**src/rtl/pow3_sched.sv**
```systemverilog
// ---------------------------------------------------------------------------
// pow3_sched
//   Two requesters share a single AW x 2AW multiplier. Each served request
//   returns a^3 of the captured operand. An operation runs through four
//   states: capture in IDLE, square in SQ, cube in CU, and announce in DONE.
//   This gives one result every 4 cycles.
//
// Ports
//   clk      in   1    rising-edge clock
//   rst      in   1    asynchronous, active-high reset
//   req      in   2    per-requester request (bit i = requester i)
//   a0, a1   in   AW   unsigned operands of requester 0 / 1
//   gnt      out  2    one-hot grant pulse during SQ (operand was captured)
//   busy     out  1    high while the FSM is not IDLE
//   done     out  1    one-cycle result-valid pulse (DONE state)
//   done_id  out  1    requester whose result is on c
//   c        out  CW   a^3 of the served requester, CW = 3*AW
// ---------------------------------------------------------------------------
module pow3_sched #(
  parameter  int AW = 4,
  localparam int CW = 3 * AW
) (
  input  logic          clk,
  input  logic          rst,
  input  logic [1:0]    req,
  input  logic [AW-1:0] a0,
  input  logic [AW-1:0] a1,
  output logic [1:0]    gnt,
  output logic          busy,
  output logic          done,
  output logic          done_id,
  output logic [CW-1:0] c
);

  typedef enum logic [1:0] {
    S_IDLE = 2'd0,
    S_SQ   = 2'd1,
    S_CU   = 2'd2,
    S_DONE = 2'd3
  } state_t;

  state_t          r_state;
  state_t          w_next;

  logic [AW-1:0]   r_a;        // captured operand (a_q)
  logic            r_id;       // captured requester index (id_q)
  logic            r_last;     // most recent winner, used to break ties
  logic [2*AW-1:0] r_y;        // a_q^2
  logic [CW-1:0]   r_c;
  logic            r_done_id;

  logic            w_any;
  logic            w_win_id;
  logic [2*AW-1:0] w_mul_b;
  logic [CW-1:0]   w_prod;

  // The product of a 2AW-bit and an AW-bit value fits exactly in CW bits.
  // Dropping the upper bits is therefore lossless here.
  function automatic logic [CW-1:0] trunc_cw(input logic [CW-1:0] x);
    return x;
  endfunction

  // Arbitration: a lone request wins outright. On a tie, the requester that
  // was not served last wins, which alternates the two requesters fairly.
  assign w_any = |req;

  always_comb begin
    w_win_id = 1'b0;
    case (req)
      2'b01:   w_win_id = 1'b0;
      2'b10:   w_win_id = 1'b1;
      2'b11:   w_win_id = ~r_last;
      default: w_win_id = 1'b0;
    endcase
  end

  // Shared multiplier. In SQ it forms a_q*a_q. In CU it forms y*a_q.
  assign w_mul_b = (r_state == S_CU) ? r_y : {{AW{1'b0}}, r_a};
  assign w_prod  = CW'(w_mul_b) * CW'(r_a);

  // State register
  always_ff @(posedge clk or posedge rst) begin
    if (rst) r_state <= S_IDLE;
    else     r_state <= w_next;
  end

  // Next-state logic
  always_comb begin
    w_next = r_state;
    case (r_state)
      S_IDLE:  w_next = w_any ? S_SQ : S_IDLE;
      S_SQ:    w_next = S_CU;
      S_CU:    w_next = S_DONE;
      S_DONE:  w_next = S_IDLE;
      default: w_next = S_IDLE;
    endcase
  end

  // Capture and datapath registers.
  // Requests and operands are only sampled in IDLE. Input changes while busy
  // therefore cannot disturb the operation in flight.
  always_ff @(posedge clk or posedge rst) begin
    if (rst) begin
      r_a       <= '0;
      r_id      <= 1'b0;
      r_last    <= 1'b1;   // requester 0 wins the first tie after reset
      r_y       <= '0;
      r_c       <= '0;
      r_done_id <= 1'b0;
    end else begin
      case (r_state)
        S_IDLE: begin
          if (w_any) begin
            r_a    <= w_win_id ? a1 : a0;
            r_id   <= w_win_id;
            r_last <= w_win_id;
          end
        end
        S_SQ: begin
          r_y <= w_prod[2*AW-1:0];
        end
        S_CU: begin
          r_c       <= trunc_cw(w_prod);
          r_done_id <= r_id;   // valid during DONE, held until the next one
        end
        default: ;
      endcase
    end
  end

  // Status outputs decode registered state only. There is no path from req.
  assign busy    = (r_state != S_IDLE);
  assign done    = (r_state == S_DONE);
  assign gnt     = (r_state == S_SQ) ? (r_id ? 2'b10 : 2'b01) : 2'b00;
  assign done_id = r_done_id;
  assign c       = r_c;

endmodule

```
**config.mk**
```make
export PLATFORM = sky130hd
export DESIGN_NAME = pow3_sched
export DESIGN_NICKNAME = d
export VERILOG_FILES = /design/src/rtl/pow3_sched.sv
export SDC_FILE = /design/constraint.sdc
export NUM_CORES = 1
export LEC_CHECK = 0
export ABC_AREA = 1
export CORE_MARGIN = 4
export CORE_UTILIZATION = 30
export DETAILED_ROUTE_END_ITERATION = 16
export PLACE_DENSITY_LB_ADDON = 0.05
export SLEW_MARGIN = 5
export SYNTH_ARGS = -nofsm -noshare
export SYNTH_HDL_FRONTEND = slang
export SYNTH_SLANG_ARGS = --single-unit
```
**constraint.sdc**
```tcl
create_clock -name clk -period 4.8 [get_ports clk]
set_input_delay 0.72 -clock clk [delete_from_list [all_inputs] [get_ports clk]]
set_output_delay 0.72 -clock clk [all_outputs]
set_load 0.02 [all_outputs]
```
After elaboration in Yosys (flattened, before gate mapping)
Cells that the tools add are included.
{"block": "op_classes", "n_bitwise": 1, "mux": 7, "eq_ne": 5, "n_reduce_logical": 4, "mul": 1}
{"op": "8-bit by 4-bit multiplier with 12-bit output", "n": 1}
{"op": "2-bit equality test (second input constant)", "n": 4}
{"op": "8-bit two-way mux", "n": 1}
{"op": "2-bit one-hot mux with 4 select lines", "n": 1}
{"op": "2-bit two-way mux", "n": 2}
{"op": "4-bit two-way mux", "n": 1}
{"op": "2-bit by 1-bit equality test with 1-bit output (second input constant)", "n": 1}
{"op": "2-bit zero test", "n": 1}
{"op": "1-bit one-hot mux with 2 select lines", "n": 1}
{"op": "2-bit AND reduction", "n": 1}
{"op": "2-bit nonzero test", "n": 1}
{"op": "2-bit OR reduction", "n": 1}
{"op": "1-bit two-way mux", "n": 1}
{"op": "1-bit NOT", "n": 1}
{"block": "totals", "regBits": 29, "wordCells": 25}

Longest topological paths before layout
Gate-level depths: netlist of run 1.
{"block": "depth", "word_depth": 3, "mapped_depth": 22, "ltp_nobuf": 21}

Worst setup path after synthesis of run 1
Ideal clock, no wire load.
{"block": "synth_path", "path_kind": "register -> register", "from": "register r_state[0]", "to": "register r_c[8] (netlist: c[8])", "setup_time_ps": 117, "slack_ps": 1494, "stages_incl_launch_ff": 19, "n_path_buf": 1, "t_arrival_ps": 3189, "synth_period_minus_slack_ps": 3306, "required_time_ps": 4683, "cell_sequence": "dfrtp_1 > inv_1 > ha_1 > inv_2 > buf_4 > nor2_2 > nor2_2 > a21oi_2 > or2_1 > fa_1 > inv_1 > fa_1 > fa_1 > nand3_1 > nand2_1 > nand3_1 > nand3b_1 > nand3_1 > nand2_1"}
{"block": "synth_between", "elab_chain_len": 3}
{"item": "start, declared", "line_no": "42", "source": "state_t r_state;"}
{"item": "start signal, assigned", "line_no": "84", "source": "else r_state <= w_next;"}
{"item": "2-bit equality test *", "line_no": "78, 111"}
{"item": "8-bit two-way mux", "line_no": "78", "source": "assign w_mul_b = (r_state == S_CU) ? r_y : {{AW{1'b0}}, r_a};"}
{"item": "8-bit by 4-bit multiplier with 12-bit output", "line_no": "79", "source": "assign w_prod = CW'(w_mul_b) * CW'(r_a);"}
{"item": "end signal, assigned", "line_no": "123", "source": "r_c <= trunc_cw(w_prod);"}
{"item": "end, declared", "line_no": "49", "source": "logic [CW-1:0] r_c;"}
Mark *: on every way between the ends. The rest lies on a longest branch, timed or not.
A chain may end at the register's enable or synchronous reset.

Final worst setup path of run 1
{"block": "layout_path", "from": "register r_state[0]", "to": "register r_c[6] (netlist: c[6])"}
The elaborated chain is that of the path after synthesis.

==> impl_metrics.csv, run 1 <==
group,metric,value,unit
worst_setup_path,worst_path_largest_cell_delay,520,ps
die,core_area,6940,um^2
timing,fin_crit_sh,78.0,%
synthesis,syn_area,2200,um^2
synthesis,ys_top_cells_by_area,"dfrtp_1 (32%), nand2_1 (13%), ha_1 (11%)",
worst_setup_path,crit_chain,"inv_1 -> ha_1 -> inv_2 -> nor2_1 -> nor2_1 -> a21oi_1 -> or2_2 -> fa_1 -> inv_1 -> fa_1 -> fa_1 -> nand3_1 -> nand2_1 -> xnor2_1 -> o21ai_0",
timing,post-route-min-period,3750,ps
grt,grt_usage,13.7,%
route,detailroute.via_count,1832,
min_path,worstHoldEndpoint,"c[2]",
grt,overflow,0,
cts,tritoncts,"done",
timing,worstMarginPinSlew,414,ps
die,dieArea,8760,um^2
min_path,hold_start,"c[2]",
flow_run,cap_violations,0,
timing,fin_skew,6.24,ps
timing,slew_headroom,72.4,%
placement,io_buffers,28,
route,dr_wl_met2,2650,um
timing,hold_violations,0,
grt,grt_first_pass_wirelength,9250,um
synthesis,ys.flop_type,"dfrtp_1",
finish,layoutNonFillerInstCount,410,
min_path,hp-class,"flop to flop",
worst_setup_path,critPathBufInv,3,
die,initial_utilization,31.7,%
cts,post-cts-setup-buffers,0,
worst_setup_path,critical-path-top-delay-family,"adder cells",
die,die_w,93.6,um
die,rows,30,
synthesis,synth_edf_count,0,
cts,cts-root-buf,"clkbuf_8",
route,final_antenna_net_count,0,
route,highest_layer,"met4",
placement,gp_congestion,0.766,
min_path,min_path_cells,2,
grt,grt_max_degree,30,
placement,dp.final_hpwl,4350,um
power_and_ir_drop,power-per-cell-area,730,nW/um^2
placement,placedCellCount,402,
worst_setup_path,worst_path_max_delay_cell,"fa_1",
worst_setup_path,path_max_fanout,20,
route,drc,0,
synthesis,yosys.area.top_type_share,31.9,%
finish,n_antenna_cell,0,
worst_setup_path,rrSetupSlack,1050,ps
worst_setup_path,rr_startpoint,"r_state[0]",
route,drt_iter0_markers,104,
synthesis,ys_ff_latch,29,
route,wl_met3,146,um
grt,antenna_found_initial,0,
cts,cts-resized-gates,0,
power_and_ir_drop,peakVddDrop,0.000340,V
route,wl_met1,2660,um
cts,clkSinkCount,29,
worst_setup_path,timing.critical_path.from,"r_state[0]",
synthesis,yosysTopAreaCell,"dfrtp_1",
cts,clock_tree.buffer_depth,2,
timing,rsz0062_at_grt,"false",
synthesis,avgSynthCellArea,7.82,um^2
finish,final_common_cell,"nand2_1",
die,dieHeight,93.6,um
status,status,"finished clean",
finish,syn2layout_area_growth,22.0,%
worst_setup_path,required,4950,ps
worst_setup_path,critPathArrivalTime,3890,ps
finish,drive_above_1_share,7.32,%
cts,cts_buffers,5,
synthesis,ys_types,30,
synthesis,syn-instance-count,281,
timing,holdWs,470,ps
route,drt-total-wl,5510,um
cts,insertion_delay,280,ps
worst_setup_path,endpoint_kind,"flop",
timing,slew_viol_final,0,
finish,final_cell_mix,"nand2_1 (78), inv_1 (42), nor2_1 (31)",
route,drt_pre_antenna_iters,4,
worst_setup_path,r2r-end,"c[6]",
synthesis,synth-async-reset-ratio,100,%
finish,layout.nets,357,
worst_setup_path,start_kind,"flop",
die,ios,29,
route,routed_via_density,4.47,
worst_setup_path,path_class,"flop to flop",
synthesis,synth_seq_area_share,33.1,%
worst_setup_path,cpMostUsedCell,"fa_1",
synthesis,ys_warn_count,0,
cts,cts_max_level,2,
route,post_drt_wl_per_cell,13.4,um
worst_setup_path,ff2ff_path_depth,15,
timing,setup_violations,0,
grt,grt_pass1_vias,1907,
cts,cts.clk_slew.worst_paths,70,ps
synthesis,synthesis.nets,325,
timing,setup_tns,0,ps
timing,max_freq,267,MHz
power_and_ir_drop,power.leakage,1.41,nW
cts,cts_hold_buf,0,
## cell usage after synthesis (all sizes together) (2+ instances only)
| cell | number |
|---|---|
| fa | 12 |
| nand3b | 3 |
| o21ai | 16 |
| inv | 43 |
| o22ai | 4 |
| a21oi | 10 |
| or2 | 2 |
| buf | 5 |
| nand3 | 14 |
| ha | 20 |
| dfrtp | 28 |
| nor2 | 35 |
| nand2 | 80 |
| xnor2 | 3 |
## stage by stage
| stage | utilization, % | worst slack (ps) | instance area [um^2] | power (mW) |
|---|---|---|---|---|
| 3_5_place_dp | 37.2 | 1050 | 2580 | 1.76 |
| 4_1_cts | 38.6 | 1020 | 2680 | 2.00 |
| 6_report | 38.6 | 1050 | 2680 | 1.96 |
| 3_3_place_gp | 37.2 | 1100 | 2580 | 1.76 |
| 2_1_floorplan | - | 1490 | 2200 | 1.36 |
| 5_1_grt | 38.6 | 764 | 2680 | 2.19 |
## kinds of logic (layout without fill, tap and decap cells)
kind of cell,after synthesis,after routing,synth area share [%]
compound gates,33,33,8.59
xor+xnor,3,3,1.20
fa+ha+maj,32,32,22.3
buf+inv,49,82,8.99
flops,29,29,33.1
simple gates,135,135,25.8
## worst max path at each step
stage / endpoint / slack (ps) / cells after the start
after floorplan: c[8] / 1490 / 18
after global placement: r_y[6] / 1100 / 15
after detailed placement: r_y[6] / 1050 / 15
after CTS: c[6] / 1020 / 15
after global routing: c[11] / 760 / 20
final: c[6] / 1050 / 15
## area by class of cell
cell class              instances  area (um^2)
clock inverters                 1         5.00
repair buffers                 30          295
fillers                       740         4260
clock buffers                   7         96.3
well taps                      96          120
multi-input cells             203         1270
flip-flops and latches         29          727
inverters                      44          165
## flip-flops by register name (all words and copies together), names as in the netlist
register / flops
r_a: 4
r_last: 1
r_state: 2
r_id: 1
c: 12
r_y: 8
done_id: 1
## tightest hold or removal path, cell delays in order (launching register included)
cell	delay, ps
dfrtp_1	340
nand2_1	50
nand2_1	40
## report_power, final
group	switching [mW]	total, mW	internal (mW)
clock	0.0995	0.229	0.130
combinational	0.815	1.30	0.488
sequential	0.0675	0.425	0.357
total	0.982	1.96	0.975
## layer usage
metal	track usage, %	up-vias
li1	-	943
met1	18.4	864
met2	22.6	20
met3	2.65	5
met4	3.37	0
met5	0	-
Note: power is estimated with default switching activity, not from simulation.
==> inputs of run 2 (changes only) <==
clock period = 3.2 ns   (was 4.8 ns; I/O delays follow)
==> run 2 against run 1 <==
Critical path depth grew 2. Final cell count is 8.3% higher. Utilization is 8.2 points higher. Design area is 21% higher. First-iteration DRC count down 82%. Sequential cell count unchanged. Count of clock-buffer cells in the layout unchanged. Via count grew 8.4%. Critical endpoint is now c[10]. Largest cell class unchanged.
==> impl_metrics.csv, run 2 (synthesized netlist as in run 1, its figures left out) <==
group,metric,value,unit
cts,cts_hold_buf,0,
grt,grt_max_degree,17,
finish,syn2layout_area_growth,47.9,%
die,rows,30,
cts,cts_buffers,5,
grt,antenna_found_initial,0,
cts,clock_tree.buffer_depth,2,
route,drt-total-wl,5980,um
worst_setup_path,r2r-end,"c[10]",
worst_setup_path,start_kind,"flop",
worst_setup_path,critPathArrivalTime,3370,ps
timing,fin_skew,8.13,ps
finish,layout.nets,391,
worst_setup_path,rrSetupSlack,10,ps
die,die_w,93.6,um
finish,drive_above_1_share,28.7,%
route,drc,0,
timing,slew_viol_final,0,
worst_setup_path,rr_startpoint,"r_state[1]",
timing,rsz0062_at_grt,"true",
die,initial_utilization,31.7,%
route,post_drt_wl_per_cell,13.5,um
route,final_antenna_net_count,0,
die,ios,29,
timing,setup_violations,0,
worst_setup_path,path_class,"flop to flop",
worst_setup_path,cp-endpoint,"c[10]",
cts,cts_max_level,2,
die,core_area,6940,um^2
route,drt_pre_antenna_iters,4,
cts,clkSinkCount,29,
route,routed_via_density,4.47,
cts,cts.clk_slew.worst_paths,70,ps
finish,final_common_cell,"nand2_1",
placement,dp.final_hpwl,4620,um
finish,n_antenna_cell,0,
finish,stdcell_area,3250,um^2
finish,largest_register_ffs,12,
route,drt_iter0_markers,19,
grt,grt_first_pass_wirelength,10100,um
timing,setup_slack,10.9,ps
timing,fin_crit_sh,99.7,%
worst_setup_path,required,3380,ps
die,dieArea,8760,um^2
min_path,hp-class,"flop to flop",
grt,overflow,0,
timing,max_freq,314,MHz
timing,hold_violations,0,
flow_run,cap_violations,0,
status,status,"finished clean",
grt,grt_pass1_vias,2120,
timing,post-route-min-period,3190,ps
placement,dpl-instance-area,2830,um^2
timing,slew_headroom,61.0,%
placement,dp_slack,-260,ps
timing,holdWs,472,ps
worst_setup_path,timing.critical_path.from,"r_state[1]",
timing,worstMarginPinSlew,584,ps
worst_setup_path,ff2ff_path_depth,17,
die,dieHeight,93.6,um
grt,grt_usage,14.8,%
cts,insertion_delay,280,ps
cts,cts-root-buf,"clkbuf_8",
finish,final_cell_mix,"nand2_1 (70), inv_1 (38), buf_4 (33)",
route,detailroute.via_count,1985,
placement,gp_congestion,0.782,
worst_setup_path,path_max_fanout,3,
worst_setup_path,endpoint_kind,"flop",
cts,tritoncts,"done",
finish,fin_util,46.8,%
placement,io_buffers,28,
## run 2: cell types whose count changed in the layout (fill, tap and decap cells not counted), moves of 6 or more
| cell | before | now |
|---|---|---|
| ha_4 | 0 | 6 |
| nand2_1 | 78 | 70 |
| ha_1 | 20 | 14 |
| nor2_1 | 31 | 24 |
| buf_4 | 2 | 33 |
| nand3_1 | 13 | 7 |
## run 2: layout make-up
type	count	area (um^2)
inverter	44	168
multi-input combinational	203	1560
clock buffer	7	86.3
tap	96	120
timing repair buffer	64	562
fill	672	3690
sequential	29	727
clock inverter	1	30.0
## run 2: layer usage
metal  share of wire [%]  global-route usage [%]  vias up
li1                    -                       -     1013
met1                  47                    19.0      948
met2                  49                    25.3       16
met3                 2.5                    2.98        8
met4                 1.6                    4.21        0
met5                   0                       0        -
## run 2: worst max-delay path: stages (launching register included)
cell,delay [ps]
dfrtp_1,410
ha_4,190
inv_4,60
buf_6,100
nor2_4,40
nor2_4,110
a21oi_4,50
or2_1,230
fa_1,500
inv_2,40
fa_2,480
fa_2,400
nand3_4,90
nand2_4,80
nand2_2,80
nand3_1,100
nand3_2,90
nand2_1,50
## run 2: metrics by stage
stage | instances | TNS, ps
final | 444 | 0
after global routing | 444 | -1260
after floorplan | 281 | 0
after global placement | 429 | -1900
after CTS | 441 | -176
after detailed placement | 429 | -2210
## run 2: worst min-delay path by stage
stage | from | slack, ps | depth (start not counted) | to
after floorplan | r_y[7] | 450 | 2 | r_y[7]
after global placement | c[2] | 460 | 2 | c[2]
after detailed placement | c[2] | 460 | 2 | c[2]
after CTS | c[2] | 480 | 2 | c[2]
after global routing | c[3] | 500 | 2 | c[3]
final | c[2] | 470 | 2 | c[2]
## run 2: timing repair
| action | 4_1_cts | 5_1_grt |
|---|---|---|
| gates resized for setup | 31 | 31 |
| pin swaps | 19 | 21 |
| setup buffers | 4 | 3 |
| endpoints found under the hold margin | 0 | 0 |
| setup endpoints to repair | 12 | 12 |
Power of run 2 is not shown: default switching activity piles up to over one toggle a cycle in this logic, so the estimate is an artifact.
